===== config.mk =====
export PLATFORM = sky130hd
export DESIGN_NAME = instr_fetch
export DESIGN_NICKNAME = d
export VERILOG_FILES = /design/src/rtl/instr_fetch.sv
export SDC_FILE = /design/constraint.sdc
export NUM_CORES = 1
export LEC_CHECK = 0
export ABC_AREA = 1
export CORE_MARGIN = 2
export CORE_UTILIZATION = 43
export CTS_CLUSTER_SIZE = 24
export DETAILED_ROUTE_END_ITERATION = 8
export GPL_TIMING_DRIVEN = 0
export PLACE_DENSITY = 0.83
export SLEW_MARGIN = 40
export SYNTH_ARGS = -nofsm -noshare
export SYNTH_HDL_FRONTEND = slang
export SYNTH_SLANG_ARGS = --single-unit
export TNS_END_PERCENT = 10

===== constraint.sdc =====
create_clock -name clk -period 3.1 [get_ports clk]
set_clock_uncertainty 0.2 [all_clocks]
set_input_delay 0.62 -clock clk [delete_from_list [all_inputs] [get_ports clk]]
set_output_delay 0.62 -clock clk [all_outputs]
set_load 0.02 [all_outputs]

===== src/rtl/instr_fetch.sv =====
// instr_fetch: owns the PC and sequences reads from the 32x8 memory.
// Captures each word into ir and offers it to decode on valid/ready.
module instr_fetch #(
  parameter int AWIDTH   = 5,
  parameter int DWIDTH   = 8,
  parameter int RESET_PC = 0
) (
  input  logic              clk,
  input  logic              rst,
  input  logic              halt,
  input  logic              load_pc,
  input  logic [AWIDTH-1:0] pc_in,
  input  logic              instr_ready,
  output logic              instr_valid,
  output logic [2:0]        opcode,
  output logic [4:0]        operand,
  output logic [AWIDTH-1:0] instr_pc,
  output logic [AWIDTH-1:0] pc,
  output logic              mem_read,
  output logic              mem_write,
  output logic [AWIDTH-1:0] mem_addr,
  input  logic [DWIDTH-1:0] mem_data
);

  localparam logic [AWIDTH-1:0] PC0 = AWIDTH'(RESET_PC);

  typedef enum logic [1:0] {
    IDLE,
    FETCH,
    WAIT,
    HOLD
  } state_t;

  state_t            state;
  logic [DWIDTH-1:0] ir;

  // Read only when a fetch really goes ahead: a halt or a redirect in
  // FETCH cancels it, which also keeps reads from landing back to back.
  always_comb begin
    mem_read = (state == FETCH) && !halt && !load_pc && !rst;
  end

  assign mem_write = 1'b0;
  assign mem_addr  = pc;
  assign opcode    = ir[7:5];
  assign operand   = ir[4:0];

  // Fetch sequencer; a redirect overrides every state except reset.
  always_ff @(posedge clk) begin
    if (rst) begin
      state       <= IDLE;
      pc          <= PC0;
      ir          <= '0;
      instr_pc    <= '0;
      instr_valid <= 1'b0;
    end else if (load_pc) begin
      pc          <= pc_in;
      instr_valid <= 1'b0;
      state       <= halt ? IDLE : FETCH;
    end else begin
      unique case (state)
        IDLE: begin
          if (!halt) state <= FETCH;
        end
        FETCH: begin
          state <= halt ? IDLE : WAIT;
        end
        WAIT: begin
          ir          <= mem_data;
          instr_pc    <= pc;
          pc          <= pc + 1'b1;
          instr_valid <= 1'b1;
          state       <= HOLD;
        end
        HOLD: begin
          if (instr_ready) begin
            instr_valid <= 1'b0;
            state       <= halt ? IDLE : FETCH;
          end
        end
        default: state <= IDLE;
      endcase
    end
  end

endmodule


==> results of run 1 <==
critical path, delay by kind of cell:
family | cells | cell delay, ns
buf+inv | 3 | 1.12
simple gates | 2 | 0.31
worst min path at each step:
stage,endpoint,slack [ns]
after floorplan,instr_pc[0]$_SDFFE_PP0P_,0.33
after global placement,instr_valid$_SDFFE_PP0P_,0.25
after detailed placement,instr_pc[0]$_SDFFE_PP0P_,0.26
after CTS,instr_pc[0]$_SDFFE_PP0P_,0.28
after global routing,instr_pc[0]$_SDFFE_PP0P_,0.31
final,instr_pc[0]$_SDFFE_PP0P_,0.27
layout make-up:
| cell class | instances | share of cell area (%) |
|---|---|---|
| Inverter | 11 | 2.88 |
| Clock buffer | 4 | 1.84 |
| Sequential cell | 21 | 29.4 |
| Buffer | 9 | 5.07 |
| Timing Repair Buffer | 42 | 29.3 |
| Tap cell | 28 | 2.45 |
| Multi-Input combinational cell | 83 | 29.1 |
registers in the layout, summed over array words and instances, names as in the netlist:
| signal | flops |
|---|---|
| ir | 8 |
| instr_pc | 5 |
| mem_addr | 5 |
| state | 2 |
| instr_valid | 1 |
cell usage after synthesis:
cell type	instances	area, um^2
a21boi_0	1	7.51
a21oi_1	8	40.0
a31oi_1	1	6.26
buf_2	1	5.00
buf_4	6	45.0
buf_6	2	22.5
conb_1	1	3.75
dfxtp_1	21	420
ha_1	1	12.5
inv_1	9	33.8
inv_2	2	7.51
nand2_1	14	52.6
nand2_2	2	12.5
nand3_1	5	25.0
nand4_1	2	12.5
nor2_1	17	63.8
nor2_2	9	56.3
nor2_4	1	11.3
nor3_1	1	5.00
nor4_1	1	6.26
o211ai_1	1	7.51
o21ai_0	10	50.1
o21ai_1	7	35.0
xnor2_1	1	8.76
power breakdown:
| group | internal, mW | total, mW | leakage [nW] | switching [mW] |
|---|---|---|---|---|
| registers | 0.278 | 0.287 | 0.171 | 0.00925 |
| clock network | 0.0501 | 0.129 | 0.0150 | 0.0787 |
| logic | 0.0541 | 0.101 | 0.392 | 0.0465 |
stage by stage:
| stage | hold slack [ns] | cell area, um^2 | setup TNS (ns) |
|---|---|---|---|
| 2_1_floorplan | 0.330 | 951 | 0 |
| 3_3_place_gp | 0.253 | 1410 | -0.0385 |
| 3_5_place_dp | 0.262 | 1410 | -0.0904 |
| 4_1_cts | 0.279 | 1430 | 0 |
| 5_1_grt | 0.307 | 1430 | 0 |
| 6_report | 0.272 | 1430 | 0 |
metal layers:
metal  share of wire [%]  up-vias
met4                   0        0
met5                   0        -
met1                  41      439
met2                  50       42
met3                 9.0        0
li1                    -      487
kinds of logic (layout without fill, tap and decap cells):
kind of cell               count (synthesis)  count (layout)  synth area share [%]
buffers and inverters                     20              66                  12.0
adders and majority gates                  1               1                  1.32
AOI/OAI and AO/OA                         28              28                  15.4
xor gates and xnor gates                   1               1                 0.921
other                                      1               1                 0.394
DFF                                       21              21                  44.2
and+or+nand+nor                           52              52                  25.8
==> metrics.md, run 1 <==
| Metric | Value |
|---|---|
| Gr usage total | between 10% and 20% |
| Post-synthesis cell area | 951 um^2 |
| Initial Utilization | 44.3% |
| Routed len/inst | between 10 and 15 um |
| Final hold vios | 0 |
| DP Cell Count | 194 |
| Clock Latency Late Sink | 0.30 ns |
| CTS H-Tree Depth | 1 |
| Data required time of the worst path | 2.28 ns |
| CTS resizes | 1 |
| Total power | 0.516 mW |
| Final min period | 2.87 ns |
| Outcome | finished clean |
| Fin worst setup slack | 0.229 ns |
| Area of the core | around 2100 um^2 |
| CP Data Arrival Time | 2.05 ns |
| Routed vias/inst | between 4 and 5 |
| Starting DRT DRC Count | 14 |
| Num ports | 44 |
| P_leak | 0.578 nW |
| Via count | 968 |
| Multi-input gate area in the final layout | 417 um^2 |
| Flops & latches, synth | 21 |
| Synth warn | 0 |
| Routability cong. | 0.886 |
| ANT cells | 0 |
| Syn_area_per_cell | 7.67 um^2 |
| Max Fclk | around 0.35 GHz |
| Grt ovf | 0 |
| Most Used Layer, Global Route | met2 |
| R2R cell count | 6 |
| Critical R2R Capture | ir[3]$_SDFFE_PP0P_ |
| Storage cell area | 420 um^2 |
| Crit path cell chain | clkdlybuf4s50_1, inv_1, nand2_1, nor4_1, dlygate4sd2_1 |
| Hold depth | 2 |
| Master of the slowest instance on the critical path | clkdlybuf4s50_1 |
| Most frequent cells in the layout | clkdlybuf4s50_1 (41), dfxtp_1 (21), nor2_1 (17) |
| Buffers added on ports | 42 |
| Largest stage delay, worst path | about 0.53 ns |
| Setup crit end | mem_read |
| Post-CTS setup repair buffer count | 0 |
| GR Util met2 | 32.3% |
| Deepest clock path buffer count | 2 |
| Reg-to-reg slack, setup | ~1.7 ns |
| Layout area overhead | 50.5% |
| Commonest non-fill, non-tap cell in the layout | clkdlybuf4s50_1 |
| Die X | about 50 um |
| Die Ht | 51.0 um |
| Final net count | 190 |
| Root buf cell | clkbuf_4 |
| Final setup vio count | 0 |
| First-pass GRT wire length | 3.71 mm |
| Post-Synthesis Net Count | 143 |
| Largest net degree at the start of global routing | 12 |
| Clock tree from TritonCTS | done |
| Fin util | 66.6% |
| FP Rows | 17 |
| CTS sink cnt | 21 |
| Critical path startpoint | rst |
| MaxCap Viol Count | 0 |
| Worst R2R Start | state[1]$_SDFFE_PP0P_ |
| RSZ-0062 raised after global routing | false |
| Final Max Tran Viols | 0 |
| Post-Layout Cell Count | 198 |
| Hpwl dp | 1.78 mm |
| Met1 GRT Util | ~22% |
| Initial antenna violation count | 0 |
| Worst Hold Class | register to register |
| Share of cells above drive strength 1 | 15.3% |
| Pre-CTS setup slack | -0.0904 ns |
| Hold path start | instr_pc[0]$_SDFFE_PP0P_ |
| Die area | 2600 um^2 |
| Critical path class | primary input to output pin |
| GRT met3 Usage | 5.85% |
| Worst setup EP type | output pin |
| Register area share after synthesis | between 40 and 50% |
| Detailed Routing Iterations Pass 1 | 4 |
| ANT nets after route | 0 |
| Fillers | 202 |
| Hold Buf Count CTS | 0 |
| # DRC | 0 |
| Pwr Density | 361 nW/um^2 |
| Vias in the first global route | between 800 and 900 |
| Max FO, Critical Path | 7 |
| Final Cycle Share | between 90 and 100% |
| CTS Buf Count | 3 |
| Netlist cell types | 24 |
| Clock transition at the registers of the reported paths | 0.11 ns |
| Post-Route WL | between 2 and 2.5 mm |
| Peak supply drop | 243 uV |
| Synth Instances | 124 |
| Setup crit start kind | primary input |
Note: power is estimated with default switching activity, not from simulation.
==> run 2, diff against run 1 <==
Settings changed: CORE_MARGIN 2 to not set, PLACE_DENSITY 0.83 to not set, PLACE_DENSITY_LB_ADDON set to 0.2.
==> run 2 against run 1 <==
Die area fell by 7.7%. Fmax up 1.1%. Critical endpoint unchanged. Setup slack gained 0.032 ns. Clock-buffer cell count decreased by 1. Clock power is 4% higher. Critical path type unchanged. Wire length rose by 2.2%. Worst hold slack lost 0.0055 ns. Non-clock buffer count unchanged.
==> metrics.md, run 2 (synthesis gave the netlist of run 1 again) <==
| Metric | Value |
|---|---|
| Initial antenna violation count | 0 (unchanged) |
| Gr usage total | 20.3% (+1.4 points) |
| Largest stage delay, worst path | 0.52 ns (about the same) |
| Final hold vios | 0 (unchanged) |
| MaxCap Viol Count | 0 (unchanged) |
| Fillers | 170 (-16%) |
| Master of the slowest instance on the critical path | clkdlybuf4s50_1 |
| Area of the core | 2020 um^2 (-5.9%) |
| Buf/Inv on CP | 3 (unchanged) |
| Routed vias/inst | 4.92 (+0.72%) |
| Clock Latency Late Sink | 0.30 ns (about the same) |
| First-pass GRT wire length | 3.81 mm (+2.8%) |
| Vias in the first global route | 878 (-1.9%) |
| Hpwl dp | 1.79 mm (+0.37%) |
| Final Instance Area | 1430 um^2 (+0.18%) |
| Hold path start | instr_valid$_SDFFE_PP0P_ |
| Clock tree from TritonCTS | done |
| Total power | 0.523 mW (+1.4%) |
| Num ports | 44 (unchanged) |
| CTS resizes | 1 (unchanged) |
| Crit path cell chain | clkdlybuf4s50_1, inv_1, nand2_1, nor4_1, dlygate4sd2_1 |
| Hold Buf Count CTS | 0 (unchanged) |
| Routed len/inst | 11.8 um (+2.8%) |
| Data required time of the worst path | 2.28 ns (about the same) |
| RSZ-0062 raised after global routing | false |
| Via count | 970 (+0.21%) |
| Buffers added on ports | 42 (unchanged) |
| Post-Route WL | 2.32 mm (+2.2%) |
| Post-CTS setup repair buffer count | 0 (unchanged) |
| Setup crit start kind | primary input |
| ANT nets after route | 0 (unchanged) |
| Final Cycle Share | 91.6% (-1.0 points) |
| Die X | 49.0 um (-3.9%) |
| Max Fclk | 0.352 GHz (+1.1%) |
| Root buf cell | clkbuf_4 |
| Worst Hold Slack | 0.267 ns (-0.00555 ns) |
| Fin worst setup slack | 0.261 ns (+0.0320 ns) |
| Worst setup EP type | output pin |
| Register with the most flip-flops | ir |
| Most frequent cells in the layout | clkdlybuf4s50_1 (41), dfxtp_1 (21), nor2_1 (17) |
| Placed Instance Area | 1410 um^2 (about the same) |
| Max FFs per register | 8 (unchanged) |
| Pwr Density | 365 nW/um^2 (+1.2%) |
| Largest net degree at the start of global routing | 14 (+2) |
| Worst Hold Class | register to register |
| Share of cells above drive strength 1 | 15.9% (+0.59 points) |
| CTS Buf Count | 3 (unchanged) |
| CTS sink cnt | 21 (unchanged) |
| Critical path class | primary input to output pin |
| CP Data Arrival Time | 2.02 ns (-0.03 ns) |
| Final setup vio count | 0 (unchanged) |
| ANT cells | 0 (unchanged) |
| Final min period | 2.84 ns (-0.0320 ns) |
| FP Rows | 16 (-1) |
| Starting DRT DRC Count | 24 (+10) |
| Peak supply drop | 328 uV (+35%) |
| Grt ovf | 0 (unchanged) |
| Clock transition at the registers of the reported paths | 0.12 ns (about the same) |
| Max FO, Critical Path | 7 (unchanged) |
| CTS H-Tree Depth | 1 (unchanged) |
| Deepest clock path buffer count | 2 (unchanged) |
| CP top delay family | buffers and inverters |
| P_leak | 0.577 nW (-0.18%) |
| Worst R2R Start | state[1]$_SDFFE_PP0P_ |
| Initial Utilization | 47.0% (+2.8 points) |
| Die Ht | 49.0 um (-3.9%) |
| Layout area overhead | 50.8% |
| # DRC | 0 (unchanged) |
| Outcome | finished clean |
| Commonest non-fill, non-tap cell in the layout | clkdlybuf4s50_1 |
| Die area | 2400 um^2 (-7.7%) |
| Pre-CTS setup slack | -0.0366 ns (+0.0538 ns) |
| Routability cong. | 0.811 (-8.5%) |
| Detailed Routing Iterations Pass 1 | 4 (unchanged) |
| Fin util | 70.9% (+4.3 points) |
| Final Max Tran Viols | 0 (unchanged) |
| Critical path startpoint | rst |
| Final net count | 190 (unchanged) |
## run 2: changes by cell type in the layout (fill, tap and decap cells not counted), sizes merged
cell      change
clkinvlp      +1
clkbuf        -1
## run 2: layer usage
metal | routed length, um | part of all wire (%) | global-route usage [%]
met1 | 988 | 43 | 25.5
met2 | 1220 | 53 | 36.6
met3 | 109 | 4.7 | 2.49
met4 | 0 | 0 | 4.41
met5 | 0 | 0 | 0
## run 2: area by class of cell
cell class	instances	area (um^2)	area share [%]
Clock inverter	1	7.51	0.524
Clock buffer	3	22.5	1.57
Timing Repair Buffer	42	419	29.2
Sequential cell	21	420	29.3
Inverter	11	41.3	2.88
Tap cell	27	33.8	2.36
Buffer	9	72.6	5.06
Multi-Input combinational cell	83	417	29.1
## run 2: through the flow
stage,cells,setup TNS [ns]
after global placement,193,-0.00581
after floorplan,124,0
final,197,0
after global routing,197,0
after CTS,197,0
after detailed placement,193,-0.0366
## run 2: worst paths after layout
kind         slack [ns]  cells after the start                        to
max                0.26                      5                  mem_read
min                0.27                      2  instr_valid$_SDFFE_PP0P_
max reg2reg        1.63                      6        ir[3]$_SDFFE_PP0P_
min reg2reg        0.27                      2  instr_valid$_SDFFE_PP0P_
## run 2: worst min-delay path, cell delays in order (launching register included)
cell and delay [ns]:
dfxtp_1 0.33, nand2_1 0.06, a21oi_1 0.05
## run 2: power by group
part / internal (mW) / switching (mW)
Combinational: 0.0541 / 0.0473
Sequential: 0.278 / 0.00990
Clock: 0.0491 / 0.0851
